--- src/rtl/paula_floppy_dma_reader_pkg.sv ---
// ==== paula_floppy_dma_reader_pkg : shared constants for the Paula disk DMA read drain ====
// ==== rev 1.0 ====
`default_nettype none

package paula_floppy_dma_reader_pkg;

  localparam int LEN_W_DEFAULT = 14;

  // DSKLEN register bit positions
  localparam int DMAEN_BIT = 15;
  localparam int WRITE_BIT = 14;

  localparam int ST_W = 2;
  localparam logic [ST_W-1:0] ST_IDLE  = 2'd0;
  localparam logic [ST_W-1:0] ST_SYNC  = 2'd1;
  localparam logic [ST_W-1:0] ST_FETCH = 2'd2;
  localparam logic [ST_W-1:0] ST_REQ   = 2'd3;

  function automatic logic [ST_W-1:0] start_state(input logic wordsync);
    return wordsync ? ST_SYNC : ST_FETCH;
  endfunction

endpackage

`default_nettype wire

--- src/rtl/paula_floppy_fifo_pop.sv ---
// ==== paula_floppy_fifo_pop : FIFO pop sequencer with one-enable gap after every pop ====
// ==== rev 1.0 ====
`default_nettype none

module paula_floppy_fifo_pop (
  input  logic clk,
  input  logic reset,
  input  logic clk7_en,
  input  logic fifo_empty,
  input  logic want_pop,
  output logic word_valid,
  output logic fifo_rd
);

  logic popped_last;

  // The head is stale for one enable cycle after a pop (RAM output latency).
  assign word_valid = !fifo_empty && !popped_last;
  assign fifo_rd    = want_pop && word_valid;

  always_ff @(posedge clk or posedge reset) begin
    if (reset) begin
      popped_last <= 1'b0;
    end else if (clk7_en) begin
      popped_last <= fifo_rd;
    end
  end

endmodule

`default_nettype wire

--- src/rtl/paula_floppy_dma_reader.sv ---
// ==== paula_floppy_dma_reader : drains floppy FIFO words to the disk DMA slot (read direction) ====
// ==== rev 1.0 ====
`default_nettype none

module paula_floppy_dma_reader
  import paula_floppy_dma_reader_pkg::*;
#(
  parameter int LEN_W = LEN_W_DEFAULT
) (
  input  logic             clk,
  input  logic             reset,
  input  logic             clk7_en,
  input  logic [15:0]      fifo_out,
  input  logic             fifo_empty,
  output logic             fifo_rd,
  input  logic             dsklen_wr,
  input  logic [15:0]      dsklen,
  input  logic [15:0]      dsksync,
  input  logic             wordsync,
  output logic             dma_req,
  output logic [15:0]      dma_data,
  input  logic             dma_ack,
  output logic             int_dsksyn,
  output logic             int_dskblk,
  output logic             busy,
  output logic [LEN_W-1:0] words_left
);

  logic [ST_W-1:0]  state;
  logic             armed;
  logic             word_valid;
  logic             want_pop;
  logic [LEN_W-1:0] load_len;

  assign load_len = dsklen[LEN_W-1:0];

  // A DSKLEN write overrides the sequencer this cycle, so never pop under it.
  assign want_pop = ((state == ST_SYNC) || (state == ST_FETCH)) && !dsklen_wr;

  paula_floppy_fifo_pop u_pop (
    .clk        (clk),
    .reset      (reset),
    .clk7_en    (clk7_en),
    .fifo_empty (fifo_empty),
    .want_pop   (want_pop),
    .word_valid (word_valid),
    .fifo_rd    (fifo_rd)
  );

  assign dma_req = (state == ST_REQ);
  assign busy    = (state != ST_IDLE);

  always_ff @(posedge clk or posedge reset) begin
    if (reset) begin
      state      <= ST_IDLE;
      armed      <= 1'b0;
      words_left <= '0;
      dma_data   <= 16'h0000;
      int_dsksyn <= 1'b0;
      int_dskblk <= 1'b0;
    end else if (clk7_en) begin
      int_dsksyn <= 1'b0;
      int_dskblk <= 1'b0;
      if (dsklen_wr) begin
        if (!dsklen[DMAEN_BIT]) begin
          armed <= 1'b0;
          state <= ST_IDLE;
        end else if (!armed) begin
          armed <= 1'b1;
        end else if (dsklen[WRITE_BIT]) begin
          state <= ST_IDLE;
        end else begin
          words_left <= load_len;
          if (load_len == '0) begin
            int_dskblk <= 1'b1;
            armed      <= 1'b0;
            state      <= ST_IDLE;
          end else begin
            state <= start_state(wordsync);
          end
        end
      end else begin
        case (state)
          ST_SYNC: begin
            // Sync word is consumed here and never reaches the DMA slot.
            if (fifo_rd && (fifo_out == dsksync)) begin
              int_dsksyn <= 1'b1;
              state      <= ST_FETCH;
            end
          end
          ST_FETCH: begin
            if (fifo_rd) begin
              dma_data   <= fifo_out;
              int_dsksyn <= (fifo_out == dsksync);
              state      <= ST_REQ;
            end
          end
          ST_REQ: begin
            if (dma_ack) begin
              words_left <= words_left - LEN_W'(1);
              if (words_left == LEN_W'(1)) begin
                int_dskblk <= 1'b1;
                armed      <= 1'b0;
                state      <= ST_IDLE;
              end else begin
                state <= ST_FETCH;
              end
            end
          end
          default: state <= ST_IDLE;
        endcase
      end
    end
  end

endmodule

`default_nettype wire

--- config.mk ---
export PLATFORM = sky130hd
export DESIGN_NAME = paula_floppy_dma_reader
export DESIGN_NICKNAME = d
export VERILOG_FILES = /design/src/rtl/paula_floppy_dma_reader_pkg.sv /design/src/rtl/paula_floppy_fifo_pop.sv /design/src/rtl/paula_floppy_dma_reader.sv
export SDC_FILE = /design/constraint.sdc
export NUM_CORES = 1
export LEC_CHECK = 0
export CAP_MARGIN = 20
export CORE_MARGIN = 3
export CORE_UTILIZATION = 43
export CTS_CLUSTER_DIAMETER = 80
export DETAILED_ROUTE_END_ITERATION = 10
export HOLD_SLACK_MARGIN = 0.02
export PLACE_DENSITY_LB_ADDON = 0.05
export SLEW_MARGIN = 20
export SYNTH_ARGS = -nofsm -noshare
export SYNTH_HDL_FRONTEND = slang
export SYNTH_SLANG_ARGS = --single-unit
--- constraint.sdc ---
create_clock -name clk -period 2.86 [get_ports clk]
set_input_delay 0.572 -clock clk [delete_from_list [all_inputs] [get_ports clk]]
set_output_delay 0.572 -clock clk [all_outputs]
set_load 0.03 [all_outputs]
==> flow_metrics.py, run 1 <==
metrics = {
    "floorplan": {
        "num_rows": 25,
        "start_util": 0.448,
        "fp.dieH_um": 76.6,
        "die_area_um2": 5870,
        "die_w_um": 76.6,
        "io_pins": 90,
        "core_area_um2": 4790,
    },
    "cts": {
        "cts_tree": "done",
        "clk_latency_ns": 0.29,
        "ctsResizeCount": 0,
        "ctsHoldBuffers": 0,
        "cts.htree.levels": 2,
        "post-cts-setup-buffers": 0,
        "clk_pin_slew_ns": 0.08,
        "cts.sinks": 36,
        "cts_max_path_buffers": 2,
        "numCtsBuffers": 5,
        "cts_root_buf": "clkbuf_8",
    },
    "worst_hold_path": {
        "hp-start": "dma_data[11]",
        "holdCritPathClass": "reg2reg",
        "hold_end": "dma_data[11]",
        "worst_hold_path.num_cells": 1,
    },
    "logic_synthesis": {
        "ys_seq_elements": 36,
        "ys_warn_count": 0,
        "ys.flop_type": "dfrtp_1",
        "synth.distinct_cells": 44,
        "synth_seq_area_share": 0.420,
        "synthCells": 227,
        "synthesis.nets": 288,
        "syn_area_um2": 2140,
        "synth_edf_count": 0,
        "async_flop_share": 1.00,
        "avgSynthCellArea_um2": 9.44,
    },
    "power_and_ir_drop": {
        "swShare": 0.416,
        "irDropWorstVdd_uv": 406,
        "combPwrFrac": 0.513,
        "power.total_uw": 2720,
        "clkPwrFrac": 0.165,
        "switching_power_uw": 1130,
        "p_int_uw": 1590,
        "power_leakage_uw": 0.00132,
        "seqPwrFrac": 0.322,
        "power_density_nw_per_um2": 840,
    },
    "global_routing": {
        "grt_pass1_wl_um": 9800,
        "first_global_vias": 2116,
        "overflow": 0,
        "antenna_found_initial": 0,
        "grt.total_usage": 0.207,
        "grt_max_degree": 40,
    },
    "sta": {
        "timing.final.crit_period_ns": 2.47,
        "finalClockSkew_ns": 0.00457,
        "finalCritPeriodShare": 0.863,
        "max-slew-margin-rel": 0.530,
        "rsz0062_at_grt": "false",
        "setup-tns-final_ns": 0,
        "max_freq_mhz": 405,
        "setup_ws_ns": 0.393,
        "hold_viol_final": 0,
        "drv_slew": 0,
        "worst_slew_pin_slew_ns": 0.698,
        "setup_viol": 0,
    },
    "route": {
        "drt_wl_total_um": 5710,
        "dr_total_vias": 2054,
        "drcViolationCount": 0,
        "drt_iter0_drc": 101,
        "viasPerCell": 5.29,
        "avgRoutedWirePerCell_um": 14.7,
        "drtPass1Iterations": 4,
        "ant_nets": 0,
    },
    "place": {
        "io_buffers": 89,
        "place_hpwl_um": 4360,
        "gp_congestion": 0.917,
        "dp.cells": 380,
        "pre_cts_slack_ns": 0.196,
    },
    "status": {
        "status": "finished, final reports clean",
    },
    "critical_path": {
        "worstSetupPathType": "in2out",
        "crit_path_start_kind": "primary input",
        "cp_data_required_time_ns": 2.29,
        "r2r_slack_ns": 0.58,
        "worstPathMaxFanout": 10,
        "cp-end-kind": "output pin",
        "arrival_ns": 1.90,
        "worstReg2RegEnd": "state[1]",
        "r2r_cells": 6,
        "r2r-start": "words_left[9]",
    },
    "layout": {
        "drive_gt1_frac": 0.115,
        "final_cell_count_no_fill": 388,
        "n_antenna_cell": 0,
        "nets": 381,
        "area_delta_synth_final_pct": 50.9,
        "num-fill-cells": 413,
    },
    "job": {
        "maxCapViolCount": 0,
    },
}
synth_stat cells, drive strengths merged (6+ instances only):
| cell | instances | area share |
|---|---|---|
| nor2 | 20 | 0.035 |
| a21oi | 14 | 0.033 |
| inv | 9 | 0.016 |
| mux2 | 17 | 0.089 |
| ha | 6 | 0.035 |
| nor3 | 8 | 0.021 |
| dfrtp | 36 | 0.42 |
| xnor2 | 16 | 0.065 |
| o21ai | 24 | 0.056 |
| nor4 | 7 | 0.020 |
| clkbuf | 6 | 0.011 |
| nand2 | 13 | 0.023 |
flip-flops by register name, indices dropped and copies added, names as in the netlist:
name,cells
words_left,14
u_pop.popped_last,1
int_dskblk,1
dma_data,16
int_dsksyn,1
armed,1
state,2
layout by cell type, fill, tap and decap left out, drive strengths merged, types with 5 or more instances in the layout:
cell type,instances
buf,8
nor4,7
clkbuf,6
nor3,8
clkdlybuf4s50,88
mux2,17
nand4,5
o21ai,24
dfrtp,36
nor2,20
ha,6
nand2,13
a21oi,14
xnor2,16
inv,9
power by group through the flow:
| stage | registers (µW) | logic, µW | clock network (µW) |
|---|---|---|---|
| after global routing | 912 | 1500 | 474 |
| after detailed placement | 885 | 1400 | 0 |
| final | 874 | 1390 | 448 |
| after floorplan | 1190 | 469 | 0 |
| after CTS | 876 | 1400 | 454 |
| after global placement | 875 | 1380 | 0 |
cell families (layout without fill, tap and decap cells):
family,count (synthesis),in the layout,synth area share
XOR/XNOR,16,16,0.0654
buffers and inverters,19,113,0.0350
AND/OR/NAND/NOR,76,76,0.195
multiplexers,18,18,0.0940
AO/OA/AOI/OAI,56,56,0.155
adder cells (fa/ha/maj),6,6,0.0350
flip-flops,36,36,0.420
stage by stage:
step                      hold WS [ns]  cell area (µm²)   util
after global routing             0.532             3230  0.676
after floorplan                  0.499             2140      -
after detailed placement         0.499             3130  0.653
final                            0.514             3230  0.676
after global placement           0.489             3130  0.653
after CTS                        0.516             3230  0.676
worst max-delay path, cell delays in order:
cell and delay, ns:
clkdlybuf4s50_1 0.56, nor4b_2 0.44, buf_4 0.18, buf_4 0.15
how the worst max path moves through the flow:
stage / end / from / slack (ns) / cells after the start
floorplan: dma_data[0] / state[1] / 0.30 / 7
global placement: state[0] / dsklen_wr / 0.30 / 7
detailed placement: state[1] / dsklen_wr / 0.20 / 7
CTS: fifo_rd / dsklen_wr / 0.37 / 4
global route: fifo_rd / dsklen_wr / 0.27 / 4
finish: fifo_rd / dsklen_wr / 0.39 / 4
final cells by class:
class	count	area [µm²]	area share
multi-input cells	172	1170	0.361
repair buffers	96	941	0.291
flip-flops and latches	36	901	0.279
well taps	67	83.8	0.0259
clock buffers	6	72.6	0.0224
clock inverters	2	35.0	0.0108
inverters	9	33.8	0.0104
routing by layer:
| metal | vias up | GRT usage | part of all wire |
|---|---|---|---|
| li1 | 1012 | - | - |
| met1 | 958 | 0.249 | 0.43 |
| met2 | 75 | 0.335 | 0.47 |
| met3 | 9 | 0.0697 | 0.080 |
| met4 | 0 | 0.0924 | 0.021 |
| met5 | - | 0 | 0 |
Power figures use the tool's default switching activity.
==> run 2, diff against run 1 <==
CAP_MARGIN = unset   (was 20)
==> results of run 2 <==
Same layout as run 1: the final DEF is identical, and so are final timing and power.
